`src/rtl/pipeline_ctrl_pkg.sv`:
```
// Shared types for the 5-stage core hazard/sequencing controller.
package pipeline_ctrl_pkg;

    typedef enum logic [1:0] {
        PCTRL_RUN     = 2'd0,
        PCTRL_MC_WAIT = 2'd1,
        PCTRL_ERROR   = 2'd2
    } pctrl_state_e;

endpackage

```
`src/rtl/pipeline_ctrl_hazard_detect.sv`:
```
// Load-use hazard compare between the load in EXE and the source operands in ID.
module pipeline_ctrl_hazard_detect #(
    parameter int GPR_ADDR_SPACE = 5
) (
    input  logic [GPR_ADDR_SPACE-1:0] i_id_rs1_addr,
    input  logic                      i_id_rs1_re,
    input  logic [GPR_ADDR_SPACE-1:0] i_id_rs2_addr,
    input  logic                      i_id_rs2_re,
    input  logic [GPR_ADDR_SPACE-1:0] i_exe_rd_addr,
    input  logic                      i_exe_rd_we,
    input  logic                      i_exe_mem_re,
    output logic                      o_load_use
);

    logic w_rs1_hit;
    logic w_rs2_hit;
    logic w_rd_valid;

    // x0 is hard-wired to zero, so a load targeting it never creates a dependency
    assign w_rd_valid = i_exe_mem_re & i_exe_rd_we & (i_exe_rd_addr != '0);
    assign w_rs1_hit  = i_id_rs1_re & (i_id_rs1_addr == i_exe_rd_addr);
    assign w_rs2_hit  = i_id_rs2_re & (i_id_rs2_addr == i_exe_rd_addr);
    assign o_load_use = w_rd_valid & (w_rs1_hit | w_rs2_hit);

endmodule

```
`src/rtl/pipeline_ctrl.sv`:
```
// Stall/flush sequencing for the 5-stage core: load-use, branch, multi-cycle EXE and memory waits.
module pipeline_ctrl
    import pipeline_ctrl_pkg::*;
#(
    parameter int GPR_ADDR_SPACE = 5,
    parameter int MC_TIMEOUT     = 64,
    parameter int CNT_WIDTH      = 32
) (
    input  logic                      clk_i,
    input  logic                      rst_i,
    input  logic [GPR_ADDR_SPACE-1:0] id_rs1_addr_i,
    input  logic                      id_rs1_re_i,
    input  logic [GPR_ADDR_SPACE-1:0] id_rs2_addr_i,
    input  logic                      id_rs2_re_i,
    input  logic [GPR_ADDR_SPACE-1:0] exe_rd_addr_i,
    input  logic                      exe_rd_we_i,
    input  logic                      exe_mem_re_i,
    input  logic                      exe_branch_taken_i,
    input  logic                      exe_mc_start_i,
    input  logic                      exe_mc_done_i,
    input  logic                      mem_ready_i,
    output logic                      pc_stall_o,
    output logic                      if_id_stall_o,
    output logic                      if_id_flush_o,
    output logic                      id_exe_stall_o,
    output logic                      id_exe_flush_o,
    output logic                      exe_mem_stall_o,
    output logic                      exe_mem_flush_o,
    output logic                      mem_wb_flush_o,
    output logic                      err_o,
    output logic [CNT_WIDTH-1:0]      stall_cnt_o,
    output logic [CNT_WIDTH-1:0]      flush_cnt_o
);

    localparam int                    MC_CNT_W = (MC_TIMEOUT > 2) ? $clog2(MC_TIMEOUT) : 1;
    localparam logic [MC_CNT_W-1:0]   MC_LAST  = MC_CNT_W'(MC_TIMEOUT - 1);

    pctrl_state_e          r_state;
    pctrl_state_e          w_state_nxt;
    logic [MC_CNT_W-1:0]   r_mc_cnt;
    logic [MC_CNT_W-1:0]   w_mc_cnt_nxt;
    logic [CNT_WIDTH-1:0]  r_stall_cnt;
    logic [CNT_WIDTH-1:0]  r_flush_cnt;
    logic                  w_load_use;
    logic                  w_hold;
    logic                  w_lu_act;
    logic                  w_br_act;
    logic                  w_pc_stall;
    logic                  w_if_id_stall;
    logic                  w_id_exe_stall;

    function automatic logic [CNT_WIDTH-1:0] sat_inc(input logic [CNT_WIDTH-1:0] v);
        return (&v) ? v : v + CNT_WIDTH'(1);
    endfunction

    pipeline_ctrl_hazard_detect #(
        .GPR_ADDR_SPACE(GPR_ADDR_SPACE)
    ) u_hazard_detect (
        .i_id_rs1_addr (id_rs1_addr_i),
        .i_id_rs1_re   (id_rs1_re_i),
        .i_id_rs2_addr (id_rs2_addr_i),
        .i_id_rs2_re   (id_rs2_re_i),
        .i_exe_rd_addr (exe_rd_addr_i),
        .i_exe_rd_we   (exe_rd_we_i),
        .i_exe_mem_re  (exe_mem_re_i),
        .o_load_use    (w_load_use)
    );

    // Priority chain: ERROR > memory wait > MC_WAIT > branch > multi-cycle start > load-use
    always_comb begin
        w_state_nxt  = r_state;
        w_mc_cnt_nxt = r_mc_cnt;
        w_hold       = 1'b0;
        w_lu_act     = 1'b0;
        w_br_act     = 1'b0;
        if (r_state == PCTRL_ERROR) begin
            w_hold = 1'b1;
        end else if (!mem_ready_i) begin
            w_hold = 1'b1;
        end else if (r_state == PCTRL_MC_WAIT) begin
            if (exe_mc_done_i) begin
                w_state_nxt = PCTRL_RUN;
            end else begin
                w_hold = 1'b1;
                if (r_mc_cnt == MC_LAST) begin
                    w_state_nxt = PCTRL_ERROR;
                end else begin
                    w_mc_cnt_nxt = r_mc_cnt + MC_CNT_W'(1);
                end
            end
        end else if (exe_branch_taken_i) begin
            w_br_act = 1'b1;
        end else if (exe_mc_start_i) begin
            w_hold       = 1'b1;
            w_state_nxt  = PCTRL_MC_WAIT;
            w_mc_cnt_nxt = '0;
        end else begin
            w_lu_act = w_load_use;
        end
    end

    assign w_pc_stall     = w_hold | w_lu_act;
    assign w_if_id_stall  = w_hold | w_lu_act;
    assign w_id_exe_stall = w_hold;

    // A register's own stall always masks its flush; reset forces every control low
    assign pc_stall_o      = rst_i & w_pc_stall;
    assign if_id_stall_o   = rst_i & w_if_id_stall;
    assign if_id_flush_o   = rst_i & w_br_act & ~w_if_id_stall;
    assign id_exe_stall_o  = rst_i & w_id_exe_stall;
    assign id_exe_flush_o  = rst_i & (w_br_act | w_lu_act) & ~w_id_exe_stall;
    assign exe_mem_stall_o = rst_i & w_hold;
    assign exe_mem_flush_o = 1'b0;
    assign mem_wb_flush_o  = rst_i & w_hold;
    assign err_o           = (r_state == PCTRL_ERROR);
    assign stall_cnt_o     = r_stall_cnt;
    assign flush_cnt_o     = r_flush_cnt;

    always_ff @(posedge clk_i or negedge rst_i) begin
        if (!rst_i) begin
            r_state     <= PCTRL_RUN;
            r_mc_cnt    <= '0;
            r_stall_cnt <= '0;
            r_flush_cnt <= '0;
        end else begin
            r_state  <= w_state_nxt;
            r_mc_cnt <= w_mc_cnt_nxt;
            if (w_pc_stall) r_stall_cnt <= sat_inc(r_stall_cnt);
            if (w_br_act)   r_flush_cnt <= sat_inc(r_flush_cnt);
        end
    end

endmodule

```
`config.mk`:
```
export PLATFORM = sky130hd
export DESIGN_NAME = pipeline_ctrl
export DESIGN_NICKNAME = d
export VERILOG_FILES = /design/src/rtl/pipeline_ctrl_pkg.sv /design/src/rtl/pipeline_ctrl_hazard_detect.sv /design/src/rtl/pipeline_ctrl.sv
export SDC_FILE = /design/constraint.sdc
export NUM_CORES = 1
export LEC_CHECK = 0
export ABC_AREA = 1
export BUFFER_PORTS_ARGS = -buffer_cell sky130_fd_sc_hd__buf_2
export CORE_MARGIN = 8
export CORE_UTILIZATION = 40
export CTS_CLUSTER_DIAMETER = 50
export DETAILED_ROUTE_END_ITERATION = 8
export PLACE_DENSITY = 0.72
export SLEW_MARGIN = 20
export SYNTH_ARGS = -nofsm -noshare
export SYNTH_HDL_FRONTEND = slang
export SYNTH_SLANG_ARGS = --single-unit
export TNS_END_PERCENT = 50
```
`constraint.sdc`:
```
create_clock -name clk_i -period 2.6 [get_ports clk_i]
set_input_delay 0.13 -clock clk_i [delete_from_list [all_inputs] [get_ports clk_i]]
set_output_delay 0.13 -clock clk_i [all_outputs]
set_load 0.02 [all_outputs]
```
==> Yosys cells after proc, flatten, opt, wreduce, memory -nomap -nowiden <==
Index checks and enable logic that the tools add are counted.
{ "classes": {"n_addsub": 3, "eq_ne": 9, "muxes": 25, "bitwise": 19, "n_reduce_logical": 8} }
{ "op_table": {"columns": ["op", "n"], "rows": [
  ["32-bit by 1-bit adder with 32-bit output, second input constant", 2],
  ["32-bit AND reduction", 2],
  ["6-bit 2-to-1 mux", 5],
  ["1-bit 2-to-1 mux", 15],
  ["1-bit bitwise AND", 11],
  ["5-bit equality test", 2],
  ["2-bit 2-to-1 mux", 5],
  ["6-bit by 1-bit adder with 6-bit output, second input constant", 1],
  ["6-bit equality test, second input constant", 1],
  ["6-bit AND reduction", 1],
  ["1-bit NOT", 5],
  ["5-bit AND reduction", 1],
  ["5-bit nonzero test", 1],
  ["2-bit inequality test, second input constant", 2],
  ["2-bit AND reduction", 2],
  ["3-bit by 2-bit inequality test with 1-bit output, second input constant", 1],
  ["1-bit bitwise OR", 3],
  ["2-bit by 1-bit equality test with 1-bit output, second input constant", 1],
  ["2-bit equality test, second input constant", 1],
  ["2-bit by 1-bit inequality test with 1-bit output, second input constant", 1],
  ["2-bit nonzero test", 1]
]} }
{ "word_totals": {"reg_bits": 72, "in_bits": 25, "output_inout_bits": 73} }

==> Logic depth before layout (Yosys ltp) <==
Gate-level depths: netlist of the first run.
{ "depth": {"word_depth": 12, "mapped_depth": 12, "ltp_nobuf": 11} }

==> Cells and area by module <==
From an unflattened synthesis of the first run, not the netlist that was laid out.
{ "hier_totals": {"hier_cells": 817, "hier_area_um2": 5013.6} }
{ "modules_own_cells": {"columns": ["module", "n_inst", "cells_per_inst", "area_each_um2", "seq_area_each_um2"], "rows": [
  ["pipeline_ctrl", 1, 762, 4795.8, 1801.7],
  ["pipeline_ctrl_hazard_detect", 1, 55, 217.7, 0.0]
]} }

==> Least setup slack after synthesis of the first run <==
Ideal clock, no wire load.
{ "synth_path": {"path_type": "register -> register", "startpoint": "reg r_flush_cnt[1], in the netlist flush_cnt_o[1]", "endpoint": "reg r_flush_cnt[24], in the netlist flush_cnt_o[24]", "t_arrival_ns": 1.740, "slack_ns": 0.743, "stages_incl_launch_ff": 13, "cell_sequence": "dfrtp_1 -> ha_1 -> nand3_2 -> nor2_4 -> nand2_4 -> nor2_4 -> nand2_2 -> nand2_4 -> inv_2 -> buf_6 -> buf_6 -> nand2_1 -> nand2_1"} }
{ "synth_between": {"elab_chain_len": 3, "elab_cells_between_ends": 4} }
{ "synth_lines": {"columns": ["element", "line", "rtl"], "rows": [
  ["start, declared", "pipeline_ctrl.sv:43", "logic [CNT_WIDTH-1:0] r_flush_cnt;"],
  ["start signal, assigned", "pipeline_ctrl.sv:129", "if (w_br_act) r_flush_cnt <= sat_inc(r_flush_cnt);"],
  ["parallel branches: the longest is 3 deep, another holds 32-bit by 1-bit adder with 32-bit output", null, null]
]} }
Several ways; the timed one is not identified.
A chain may end at the register's enable or synchronous reset.

==> Final worst setup path of the first run <==
{ "layout_path": {"startpoint": "reg r_stall_cnt[0], in the netlist stall_cnt_o[0]", "endpoint": "reg r_stall_cnt[16], in the netlist stall_cnt_o[16]"} }
{ "layout_between": {"elab_chain_len": 3, "elab_cells_between_ends": 4} }
{ "layout_lines": {"columns": ["element", "line", "rtl"], "rows": [
  ["start, declared", "pipeline_ctrl.sv:42", "logic [CNT_WIDTH-1:0] r_stall_cnt;"],
  ["start signal, assigned", "pipeline_ctrl.sv:128", "if (w_pc_stall) r_stall_cnt <= sat_inc(r_stall_cnt);"],
  ["parallel branches: the longest is 3 deep, another holds 32-bit by 1-bit adder with 32-bit output", null, null]
]} }
Several ways; the timed one is not identified.

==> out/metrics.yaml, run 1 <==
rsz0062_at_grt: "false"
hold_ws_ns: 0.122
max_stage_delay_ns: 0.46
startpoint: "stall_cnt_o[0]$_DFFE_PN0P_"
drt-initial-drc-count: 359
syn_nets: 803
finalNetCount: 897
dpl.cell_count: 1029
cellLeakagePower_nw: 3.02
cts.sinks: 72
setup_tns_ns: 0
area_growth_pct: 17.4
cts_tree: "done"
cp.depth: 8
fmax_ghz: 0.502
wire_per_inst_um: 13.0
initial_utilization_pct: 40.3
die_w_um: 128
synth_top_area_share_pct: 36.0
synthesis.area_um2: 5010
clock_latency_ns: 0.34
hold_path_class: "input port to flip-flop"
final.period_utilization_pct: 76.7
netlist_instances: 775
path_cells: "ha_1 > inv_1 > nor2_1 > nand2_1 > nor2_1 > xor2_1 > nand3_1 > nand2_1"
hold_violations: 0
finalNonFillerCells: 1044
final.min_clock_period_ns: 1.99
setup_viol: 0
slew_violations: 0
die_h_um: 128
r2r_start: "stall_cnt_o[0]$_DFFE_PN0P_"
antenna_left: 0
ys_warn_count: 0
start_kind: "flip-flop"
cts.clk_slew.worst_paths_ns: 0.05
crit_fanout: 7
drv_cap: 0
post-cts-setup-buffer-count: 0
wl_met2_mm: 6.62
vias: 5007
crit_type: "flip-flop to flip-flop"
yosys.area.top_type: "dfrtp_1"
worst-r2r-setup-slack_ns: 0.61
yosysUniqueCellTypes: 29
post-route-drc-count: 0
power-per-cell-area_nw_per_um2: 672
h-tree-depth: 3
cpMaxStageDelayCell: "dfrtp_1"
cts_root_buf: "clkbuf_16"
die-area_um2: 16400
grt-ovfl-total: 0
dp_hpwl_mm: 10.4
cts_resized: 0
met1Wirelength_mm: 6.06
synth_seq_cells: 72
ff2ff_path_depth: 8
layout-drive-gt1-share_pct: 15.1
fin_skew_ns: 0.00624
vias_per_cell: 4.80
grt_pass1_vias: 4661
endpoint_kind: "flip-flop"
relSlewSlack_pct: 60.6
outcome: "completed"
required_ns: 2.88
met3_length_um: 760
core_area_um2: 12400
cts_buffers: 9
critPathTopFamily: "simple AND/OR/NAND/NOR gates"
io_pins: 98
postSynthAreaPerCell_um2: 6.46
ctsLongestPathBuffers: 2
first_pass_iters: 6
synth_area_leaders: "dfrtp_1 36%, nand2_1 25%, nor2_1 7.8%, nand3_1 5.4%, inv_1 4.5%"
place_congestion: 0.915
ys_seq_area_share_pct: 36.0
num_antenna_cells: 0
highest_layer: "met4"
io_buffers: 96
worstPathArrival_ns: 2.27
antenna_found_initial: 0
crit_end: "stall_cnt_o[16]$_DFFE_PN0P_"
routed_wl_mm: 13.6
peakVddDrop_v: 0.000371
rows: 41
grt_pass1_wl_mm: 22.6
globalRouteTotalUtil_pct: 17.2
path_buf_inv: 1
grt_max_degree: 40
reg2reg_to: "stall_cnt_o[16]$_DFFE_PN0P_"
tightest_slew_ns: 0.591
==> per-layer routing <==
metal / track usage, % / vias to the layer above
met5: 0 / -
met4: 4.83 / 0
met3: 4.33 / 9
met2: 29.2 / 135
met1: 21.0 / 2267
li1: - / 2596
==> cell families (layout without fill, tap and decap cells) <==
group                      Yosys count  after routing  share of synthesized area (%)
DFF                                 72             72                           36.0
buffers and inverters               82            179                           7.44
AOI/OAI and AO/OA                   31             31                           3.25
other                                1              1                         0.0749
and+or+nand+nor                    554            554                           46.9
xor gates and xnor gates            32             32                           5.60
adders and majority gates            3              3                          0.750
==> state kept, by name (all words and copies together), names as in the netlist <==
name	cells
flush_cnt_o	32
stall_cnt_o	32
r_mc_cnt	6
r_state	2
==> cells in the mapped netlist <==
library cell  number
o21ai_1            2
nand3_2            1
inv_1             60
nand2_2            3
o31ai_1            2
xor2_1            22
nand3_1           54
nor2_1           104
nor3_1            15
nand2_1          340
nor2_2             1
and3b_1            1
nand3_4            1
nand2_4            3
nor2_4             5
buf_4              4
o21ai_0           23
ha_1               3
buf_2             10
dfrtp_1           72
nor4_1             1
nand3b_1          19
conb_1             1
inv_2              3
nand4_1            6
buf_6              5
o21a_1             1
xnor2_1           10
a21oi_1            3
==> power breakdown <==
| part | internal (mW) | switching [mW] |
|---|---|---|
| logic | 0.401 | 0.916 |
| clock network | 0.654 | 0.454 |
| registers | 1.30 | 0.223 |
==> worst min-delay path by stage <==
| stage | slack (ns) | to | start | cells past startpoint |
|---|---|---|---|---|
| 6_report | 0.12 | r_state[1]$_DFFE_PN0P_ | exe_mc_done_i | 4 |
| 5_1_grt | 0.16 | r_state[1]$_DFFE_PN0P_ | exe_mc_done_i | 4 |
| 4_1_cts | 0.11 | r_state[1]$_DFFE_PN0P_ | exe_mc_done_i | 4 |
| 3_5_place_dp | 0.12 | r_mc_cnt[5]$_DFFE_PN0P_ | rst_i | 1 |
| 3_3_place_gp | 0.12 | r_mc_cnt[5]$_DFFE_PN0P_ | rst_i | 1 |
| 2_1_floorplan | -0.17 | flush_cnt_o[0]$_DFFE_PN0P_ | rst_i | 0 |
==> layout by cell type (no fill, tap or decap) <==
master         count
dfrtp_1           72
o21a_1             1
inv_1             60
xor2_1            22
nor2_4             5
clkbuf_16          9
nor2_1           104
buf_2             95
nor4_1             1
o21ai_0           23
nand3_4            1
nor3_1            15
inv_2              3
nand4_1            6
clkinv_2           3
a21oi_1            3
xnor2_1           10
nand2_4            3
nand3b_1          19
ha_1               3
nand3_1           54
clkbuf_8           1
o31ai_1            2
nand2_1          340
clkinvlp_4         1
nand3_2            1
and3b_1            1
nand2_2            3
nor2_2             1
dlygate4sd3_1      1
o21ai_1            2
buf_4              6
conb_1             1
==> metrics by stage <==
| stage | cell area (um^2) | setup WS, ns | power, mW | utilization [%] |
|---|---|---|---|---|
| 5_1_grt | 5880 | 0.417 | 4.23 | 47.4 |
| 3_3_place_gp | 5610 | 0.669 | 2.86 | 45.2 |
| 4_1_cts | 5880 | 0.623 | 4.00 | 47.4 |
| 2_1_floorplan | 5010 | 0.743 | 2.50 | - |
| 3_5_place_dp | 5610 | 0.649 | 2.87 | 45.2 |
| 6_report | 5880 | 0.607 | 3.95 | 47.4 |
==> area by class of cell <==
type	count	area [um^2]
clock buffers	10	239
clock inverters	4	22.5
fillers	1309	6540
inverters	63	236
multi-input cells	621	2830
flip-flops and latches	72	1800
well taps	172	215
repair buffers	102	531
==> worst register-to-register path, stage by stage, from the launching register on <==
cell,delay (ns)
dfrtp_1,0.46
ha_1,0.29
inv_1,0.11
nor2_1,0.34
nand2_1,0.21
nor2_1,0.19
xor2_1,0.16
nand3_1,0.09
nand2_1,0.08
==> what timing repair did <==
action | CTS | global route
setup endpoints to repair | 0 | 0
hold buffers | 1 | 0
hold endpoints to repair | 35 | 0
No activity file was read; power rests on OpenSTA's default activity.
==> run 2, diff against run 1 <==
ABC_AREA = 0   (was 1)
PLACE_DENSITY = 0.76   (was 0.72)
clock period = 1.8 ns   (was 2.6 ns; I/O delays follow)
==> run 2 against run 1 <==
Effect of this change: the run now ends with negative hold slack, negative setup slack left; final cell count fell by 33%; non-clock buffer count grew 92; worst setup slack got worse by 0.78 ns.
==> out/metrics.yaml, run 2 <==
outcome: "finished with violations"  # was completed
violations: "negative hold slack, negative setup slack"
final.period_utilization_pct: 110  # was 76.7%
final.min_clock_period_ns: 1.97  # was 1.99 ns
yosysUniqueCellTypes: 54  # was 29
cts_root_buf: "clkbuf_8"  # was clkbuf_16
antenna_left: 0  # unchanged
fin_skew_ns: 0.0107  # was 0.00624 ns
rows: 36  # was 41
die-area_um2: 13100  # was 16400 um^2
core_area_um2: 9590  # was 12400 um^2
vias_per_cell: 5.20  # was 4.80
grt_pass1_wl_mm: 17.8  # was 22.6 mm
clock_latency_ns: 0.36  # was 0.34 ns
fmax_ghz: 0.507  # was 0.502 GHz
r2r_start: "stall_cnt_o[1]$_DFFE_PN0P_"  # was stall_cnt_o[0]$_DFFE_PN0P_
ys_seq_area_share_pct: 46.5  # was 36.0%
multi_input_area_um2: 2500  # was 2830 um^2
crit_fanout: 6  # was 7
cts_buffers: 9  # unchanged
cts_tree: "done"  # unchanged
final_cell_mix: "92 x buf_2, 80 x buf_4, 57 x dfrtp_1, 38 x xor2_1, 36 x xnor2_1"  # was 340 x nand2_1, 104 x nor2_1, 95 x buf_2, 72 x dfrtp_1, 60 x inv_1
cts.sinks: 72  # unchanged
vias: 3647  # was 5007
max_stage_delay_ns: 0.39  # was 0.46 ns
relSlewSlack_pct: 38.6  # was 60.6%
die_h_um: 114  # was 128 um
grt_pass1_vias: 3730  # was 4661
preCtsSetupSlack_ns: -0.124  # was 0.649 ns
syn_nets: 400  # was 803
required_ns: 2.04  # was 2.88 ns
synth_top_area_share_pct: 46.5  # was 36.0%
grt_max_degree: 73  # was 40
globalRouteTotalUtil_pct: 17.2  # about the same
rsz0062_at_grt: "true"  # was false
postSynthAreaPerCell_um2: 10.4  # was 6.46 um^2
drv_cap: 0  # unchanged
ff2ff_path_depth: 8  # unchanged
finalNetCount: 591  # was 897
path_common_cell: "nor3_4"
setup_viol: 34  # was 0
regArea_um2: 1820  # was 1800 um^2
synth_common_cells: "72 x dfrtp_1, 38 x xor2_1, 36 x nand3_1, 36 x xnor2_1, 26 x nand2_1"  # was 340 x nand2_1, 104 x nor2_1, 72 x dfrtp_1
synth_area_leaders: "dfrtp_1 46%, xor2_1 8.6%, xnor2_1 8.1%, nand3_1 4.6%, nor3_1 3.2%"  # was dfrtp_1 36%, nand2_1 25%, nor2_1 7.8%, nand3_1 5.4%, inv_1 4.5%
first_pass_iters: 5  # was 6
slew_violations: 0  # unchanged
h-tree-depth: 3  # unchanged
die_w_um: 114  # was 128 um
holdBufCountCts: 0  # was 1
io_pins: 98  # unchanged
netlist_instances: 372  # was 775
layout-drive-gt1-share_pct: 53.7  # was 15.1%
layout_commonest_cell: "buf_2"  # was nand2_1
ys_warn_count: 0  # unchanged
place_congestion: 0.802  # was 0.915
synth_seq_cells: 72  # unchanged
path_cells: "ha_4 > nand4_4 > nor3_4 > nand2_4 > nor3_4 > buf_12 > nor2_4 > mux2_4"  # was ha_1 > inv_1 > nor2_1 > nand2_1 > nor2_1 > xor2_1 > nand3_1 > nand2_1
crit_type: "flip-flop to flip-flop"  # unchanged
hold_violations: 14  # was 0
synth_most_common_cell: "dfrtp_1"  # was nand2_1
power-per-cell-area_nw_per_um2: 840  # was 672 nW/um^2
cellLeakagePower_nw: 2.82  # was 3.02 nW
ctsLongestPathBuffers: 2  # unchanged
postPlaceCellArea_um2: 5230  # was 5610 um^2
worstPathArrival_ns: 2.21  # was 2.27 ns
fin_area_um2: 6130  # was 5880 um^2
num_antenna_cells: 0  # unchanged
routed_wl_mm: 12.1  # was 13.6 mm
setup_ws_ns: -0.173  # was 0.607 ns
hold_ws_ns: -0.0179  # was 0.122 ns
endpoint_kind: "flip-flop"  # unchanged
yosys.area.top_type: "dfrtp_1"  # unchanged
area_growth_pct: 58.1  # was 17.4%
synth-async-reset-ratio_pct: 100  # unchanged
antenna_found_initial: 0  # unchanged
cpMaxStageDelayCell: "dfrtp_2"  # was dfrtp_1
start_kind: "flip-flop"  # unchanged
worst-r2r-setup-slack_ns: -0.17  # was 0.61 ns
io_buffers: 96  # unchanged
dp_hpwl_mm: 7.89  # was 10.4 mm
synth_flop_cell: "dfrtp_1"  # unchanged
drt-initial-drc-count: 156  # was 359
tightest_slew_ns: 0.921  # was 0.591 ns
post-route-drc-count: 0  # unchanged
wire_per_inst_um: 17.2  # was 13.0 um
initial_utilization_pct: 40.4  # was 40.3%
cts.clk_slew.worst_paths_ns: 0.07  # was 0.05 ns
grt-ovfl-total: 0  # unchanged
hold_path_class: "input port to async pin"  # was input port to flip-flop
synth_edf_count: 0  # unchanged
reg2reg_to: "stall_cnt_o[1]$_DFFE_PN0P_"  # was stall_cnt_o[16]$_DFFE_PN0P_
fill_cells: 733  # was 1309
synthesis.area_um2: 3880  # was 5010 um^2
peakVddDrop_v: 0.000788  # was 0.000371 V
==> run 2: changes by cell type in the layout (fill, tap and decap cells not counted), moves of 16 or more <==
cell / delta
nand3b_1: -19
nand2_1: -314
inv_1: -51
nand3_1: -22
nor2_1: -92
xor2_1: +16
o21ai_0: -20
buf_4: +74
xnor2_1: +26
nor3_4: +17
==> run 2: logic make-up (layout without fill, tap and decap cells) <==
logic type,count (synthesis),after routing,synth area share [%]
multiplexers,2,2,0.678
adder cells (fa/ha/maj),4,4,1.23
other,1,1,0.0967
AND/OR/NAND/NOR,177,177,28.2
flip-flops,72,72,46.5
buffers and inverters,24,220,3.55
XOR/XNOR,74,74,16.7
AO/OA/AOI/OAI,18,18,3.10
==> run 2: worst max path at each step <==
stage,endpoint,start,depth (start not counted),slack (ns)
floorplan,flush_cnt_o[30]$_DFFE_PN0P_,flush_cnt_o[0]$_DFFE_PN0P_,8,-0.25
global placement,flush_cnt_o[28]$_DFFE_PN0P_,flush_cnt_o[0]$_DFFE_PN0P_,7,-0.06
detailed placement,stall_cnt_o[21]$_DFFE_PN0P_,r_state[1]$_DFFE_PN0P_,8,-0.12
CTS,pc_stall_o,r_state[1]$_DFFE_PN0P_,6,-0.14
global route,stall_cnt_o[1]$_DFFE_PN0P_,stall_cnt_o[14]$_DFFE_PN0P_,7,-0.26
finish,stall_cnt_o[1]$_DFFE_PN0P_,stall_cnt_o[1]$_DFFE_PN0P_,8,-0.17
==> run 2: cell type report <==
cell class,count,area share [%]
flip-flops and latches,72,29.7
repair buffers,194,23.2
clock inverters,3,0.245
clock buffers,13,2.75
well taps,133,2.71
inverters,10,0.612
multi-input cells,276,40.8
==> run 2: power by group <==
part | internal [mW] | switching, mW | leakage (nW) | total, mW
clock | 0.607 | 0.603 | 0.0992 | 1.21
combinational | 0.869 | 1.01 | 1.81 | 1.88
sequential | 1.85 | 0.213 | 0.906 | 2.06
==> run 2: through the flow <==
stage / TNS, ns / utilization, % / std cells / hold slack, ns / power (mW)
after floorplan: -10.03 / - / 372 / -0.206 / 2.90
after global placement: -0.284 / 54.5 / 667 / 0.399 / 3.55
after detailed placement: -2.29 / 54.5 / 667 / 0.394 / 3.62
after CTS: -2.34 / 60.0 / 690 / 0.00826 / 4.98
after global routing: -8.67 / 63.9 / 701 / 0.0652 / 5.39
final: -3.92 / 63.9 / 701 / -0.0179 / 5.15
==> run 2: per-layer routing <==
| metal | track usage [%] | wire length, um | vias up |
|---|---|---|---|
| li1 | - | - | 1699 |
| met1 | 18.2 | 4710 | 1825 |
| met2 | 31.5 | 6490 | 99 |
| met3 | 4.48 | 597 | 24 |
| met4 | 7.01 | 258 | 0 |
| met5 | 0 | 0 | - |
==> run 2: worst max-delay path: cells and delay by family, from the launching register on <==
kind          cells  cell delay (ns)
fa+ha+maj         1             0.16
buf+inv           1             0.19
flops             1             0.39
mux               1             0.29
simple gates      5             0.83
==> run 2: what timing repair did <==
action | 4_1_cts | 5_1_grt
pin swaps | 21 | 38
gates cloned | 2 | 1
hold endpoints to repair | 0 | 0
gates resized for setup | 47 | 59
endpoints found under the setup margin | 54 | 66
setup buffers | 5 | 10
==> run 3, diff against run 2 <==
PLACE_DENSITY = 0.67   (was 0.76)
==> run 3 against run 2 <==
Effect of this change: the flow finishes with violations (negative setup slack); core utilization grew 1.8 points; cell area grew 2.8%; combinational power is essentially flat; critical endpoint is now stall_cnt_o[15]$_DFFE_PN0P_; largest power group unchanged; clock skew is essentially flat; maximum frequency shrank 1.5%.
==> out/metrics.yaml, run 3 (same netlist as run 2, synthesis figures left out) <==
io_pins: 98  # unchanged
peakVddDrop_v: 0.000525  # was 0.000788 V
outcome: "finished with violations"  # unchanged
globalRouteTotalUtil_pct: 16.9  # was 17.2%
final.min_clock_period_ns: 2.00  # was 1.97 ns
required_ns: 2.03  # was 2.04 ns
power-per-cell-area_nw_per_um2: 876  # was 840 nW/um^2
pwr-share-comb_pct: 33.9  # was 36.4%
setup_ws_ns: -0.203  # was -0.173 ns
initial_utilization_pct: 40.4  # unchanged
cellLeakagePower_nw: 2.92  # was 2.82 nW
grt_pass1_wl_mm: 18.0  # was 17.8 mm
grt_pass1_vias: 3745  # was 3730
rows: 36  # unchanged
worstPathArrival_ns: 2.23  # was 2.21 ns
slew_violations: 0  # unchanged
fin_skew_ns: 0.0110  # was 0.0107 ns
crit_type: "flip-flop to flip-flop"  # unchanged
cts.clk_slew.worst_paths_ns: 0.08  # was 0.07 ns
cts_tree: "done"  # unchanged
fin_area_um2: 6300  # was 6130 um^2
drv_cap: 0  # unchanged
hold_depth: 4
cts.sinks: 72  # unchanged
ctsLongestPathBuffers: 2  # unchanged
p_switching_mw: 1.80  # was 1.82 mW
final_core_util_pct: 65.7  # was 63.9%
core_area_um2: 9590  # unchanged
final_cell_mix: "92 x buf_2, 86 x buf_4, 61 x dfrtp_1, 38 x xor2_1, 35 x xnor2_1"  # was 92 x buf_2, 80 x buf_4, 57 x dfrtp_1, 38 x xor2_1, 36 x xnor2_1
grt-ovfl-total: 0  # unchanged
final.period_utilization_pct: 111  # was 110%
holdCritStartpoint: "exe_mc_done_i"
p_clk_share_pct: 29.1  # was 23.5%
hold_path_class: "input port to flip-flop"  # was input port to async pin
preCtsSetupSlack_ns: -0.127  # was -0.124 ns
die_h_um: 114  # unchanged
cts_buffers: 9  # unchanged
area_growth_pct: 62.6  # was 58.1%
drt-initial-drc-count: 117  # was 156
crit_fanout: 11  # was 6
intPower_mw: 3.72  # was 3.33 mW
dp_hpwl_mm: 7.47  # was 7.89 mm
place_congestion: 0.818  # was 0.802
vias_per_cell: 5.11  # was 5.20
layout_commonest_cell: "buf_2"  # unchanged
endpoint_kind: "flip-flop"  # unchanged
clock_latency_ns: 0.34  # was 0.36 ns
swShare_pct: 32.7  # was 35.4%
rsz0062_at_grt: "true"  # unchanged
violations: "negative setup slack"  # was negative hold slack, negative setup slack
grt_max_degree: 73  # unchanged
r2r_start: "r_state[1]$_DFFE_PN0P_"  # was stall_cnt_o[1]$_DFFE_PN0P_
seq_power_share_pct: 37.1  # was 40.1%
num_antenna_cells: 0  # unchanged
post-route-drc-count: 0  # unchanged
setup_tns_ns: -5.19  # was -3.92 ns
setup_viol: 59  # was 34
first_pass_iters: 4  # was 5
routed_wl_mm: 11.3  # was 12.1 mm
start_kind: "flip-flop"  # unchanged
antenna_found_initial: 0  # unchanged
vias: 3622  # was 3647
die_w_um: 114  # unchanged
ff2ff_path_depth: 10  # was 8
finalNetCount: 599  # was 591
wire_per_inst_um: 15.9  # was 17.2 um
startpoint: "r_state[1]$_DFFE_PN0P_"  # was stall_cnt_o[1]$_DFFE_PN0P_
h-tree-depth: 3  # unchanged
fmax_ghz: 0.499  # was 0.507 GHz
cts_root_buf: "clkbuf_8"  # unchanged
layout-drive-gt1-share_pct: 54.9  # was 53.7%
io_buffers: 96  # unchanged
postPlaceCellArea_um2: 5250  # was 5230 um^2
die-area_um2: 13100  # unchanged
hold_violations: 0  # was 14
antenna_left: 0  # unchanged
## run 3: changes by cell type in the layout (fill, tap and decap cells not counted), moves of 3 or more
cell	change
buf_4	+6
nand3_2	+7
nor3_2	+3
nand3_1	-6
bufinv_16	+3
dfrtp_1	+4
dfrtp_2	-4
## run 3: timing repair
item | CTS | global route
pin swaps | 28 | 36
hold endpoints to repair | 72 | 0
setup buffers | 13 | 6
gates cloned | 2 | 2
setup endpoints to repair | 57 | 72
resized for setup | 53 | 48
hold buffers | 1 | 0
## run 3: layer usage
metal	track usage (%)	wire length (um)	vias to the layer above	share of wire, %
met5	0	0	-	0
met4	4.53	158	0	1.4
met3	4.54	549	18	4.9
met2	29.6	5870	104	52
met1	20.0	4710	1784	42
li1	-	-	1716	-
## run 3: path summary, 6_finish.rpt
kind	slack, ns	end
worst max register to register	-0.20	stall_cnt_o[15]$_DFFE_PN0P_
worst max-delay path	-0.20	stall_cnt_o[15]$_DFFE_PN0P_
max in group asynchronous	1.12	stall_cnt_o[8]$_DFFE_PN0P_
min in group asynchronous	0.31	stall_cnt_o[3]$_DFFE_PN0P_
worst min-delay path	0.17	r_state[1]$_DFFE_PN0P_
worst min register to register	0.48	stall_cnt_o[29]$_DFFE_PN0P_
## run 3: final cells by class
cell class / count / area, um^2
repair buffers: 202 / 1510
clock inverters: 5 / 103
fillers: 725 / 3290
multi-input cells: 276 / 2530
flip-flops and latches: 72 / 1820
well taps: 133 / 166
inverters: 10 / 37.5
clock buffers: 11 / 151
## run 3: power groups by stage
stage,Sequential (mW),Combinational [mW],Clock [mW]
floorplan,2.34,0.564,0
global placement,2.04,1.54,0
detailed placement,2.05,1.57,0
CTS,2.04,1.74,1.65
global route,2.08,2.02,1.70
finish,2.05,1.87,1.60
## run 3: critical path, cell delays in order, from the launching register on
cell,delay (ns)
dfrtp_1,0.42
buf_4,0.15
nand2b_4,0.12
o211ai_1,0.13
nand3_2,0.16
a21oi_4,0.18
buf_12,0.12
buf_6,0.20
buf_6,0.18
nor3_4,0.06
xor2_1,0.16
## run 3: through the flow
step / hold slack [ns] / power (mW) / cells
floorplan: -0.206 / 2.90 / 372
global placement: 0.176 / 3.58 / 669
detailed placement: 0.176 / 3.62 / 669
CTS: 0.147 / 5.43 / 701
global route: 0.173 / 5.80 / 709
finish: 0.168 / 5.52 / 709
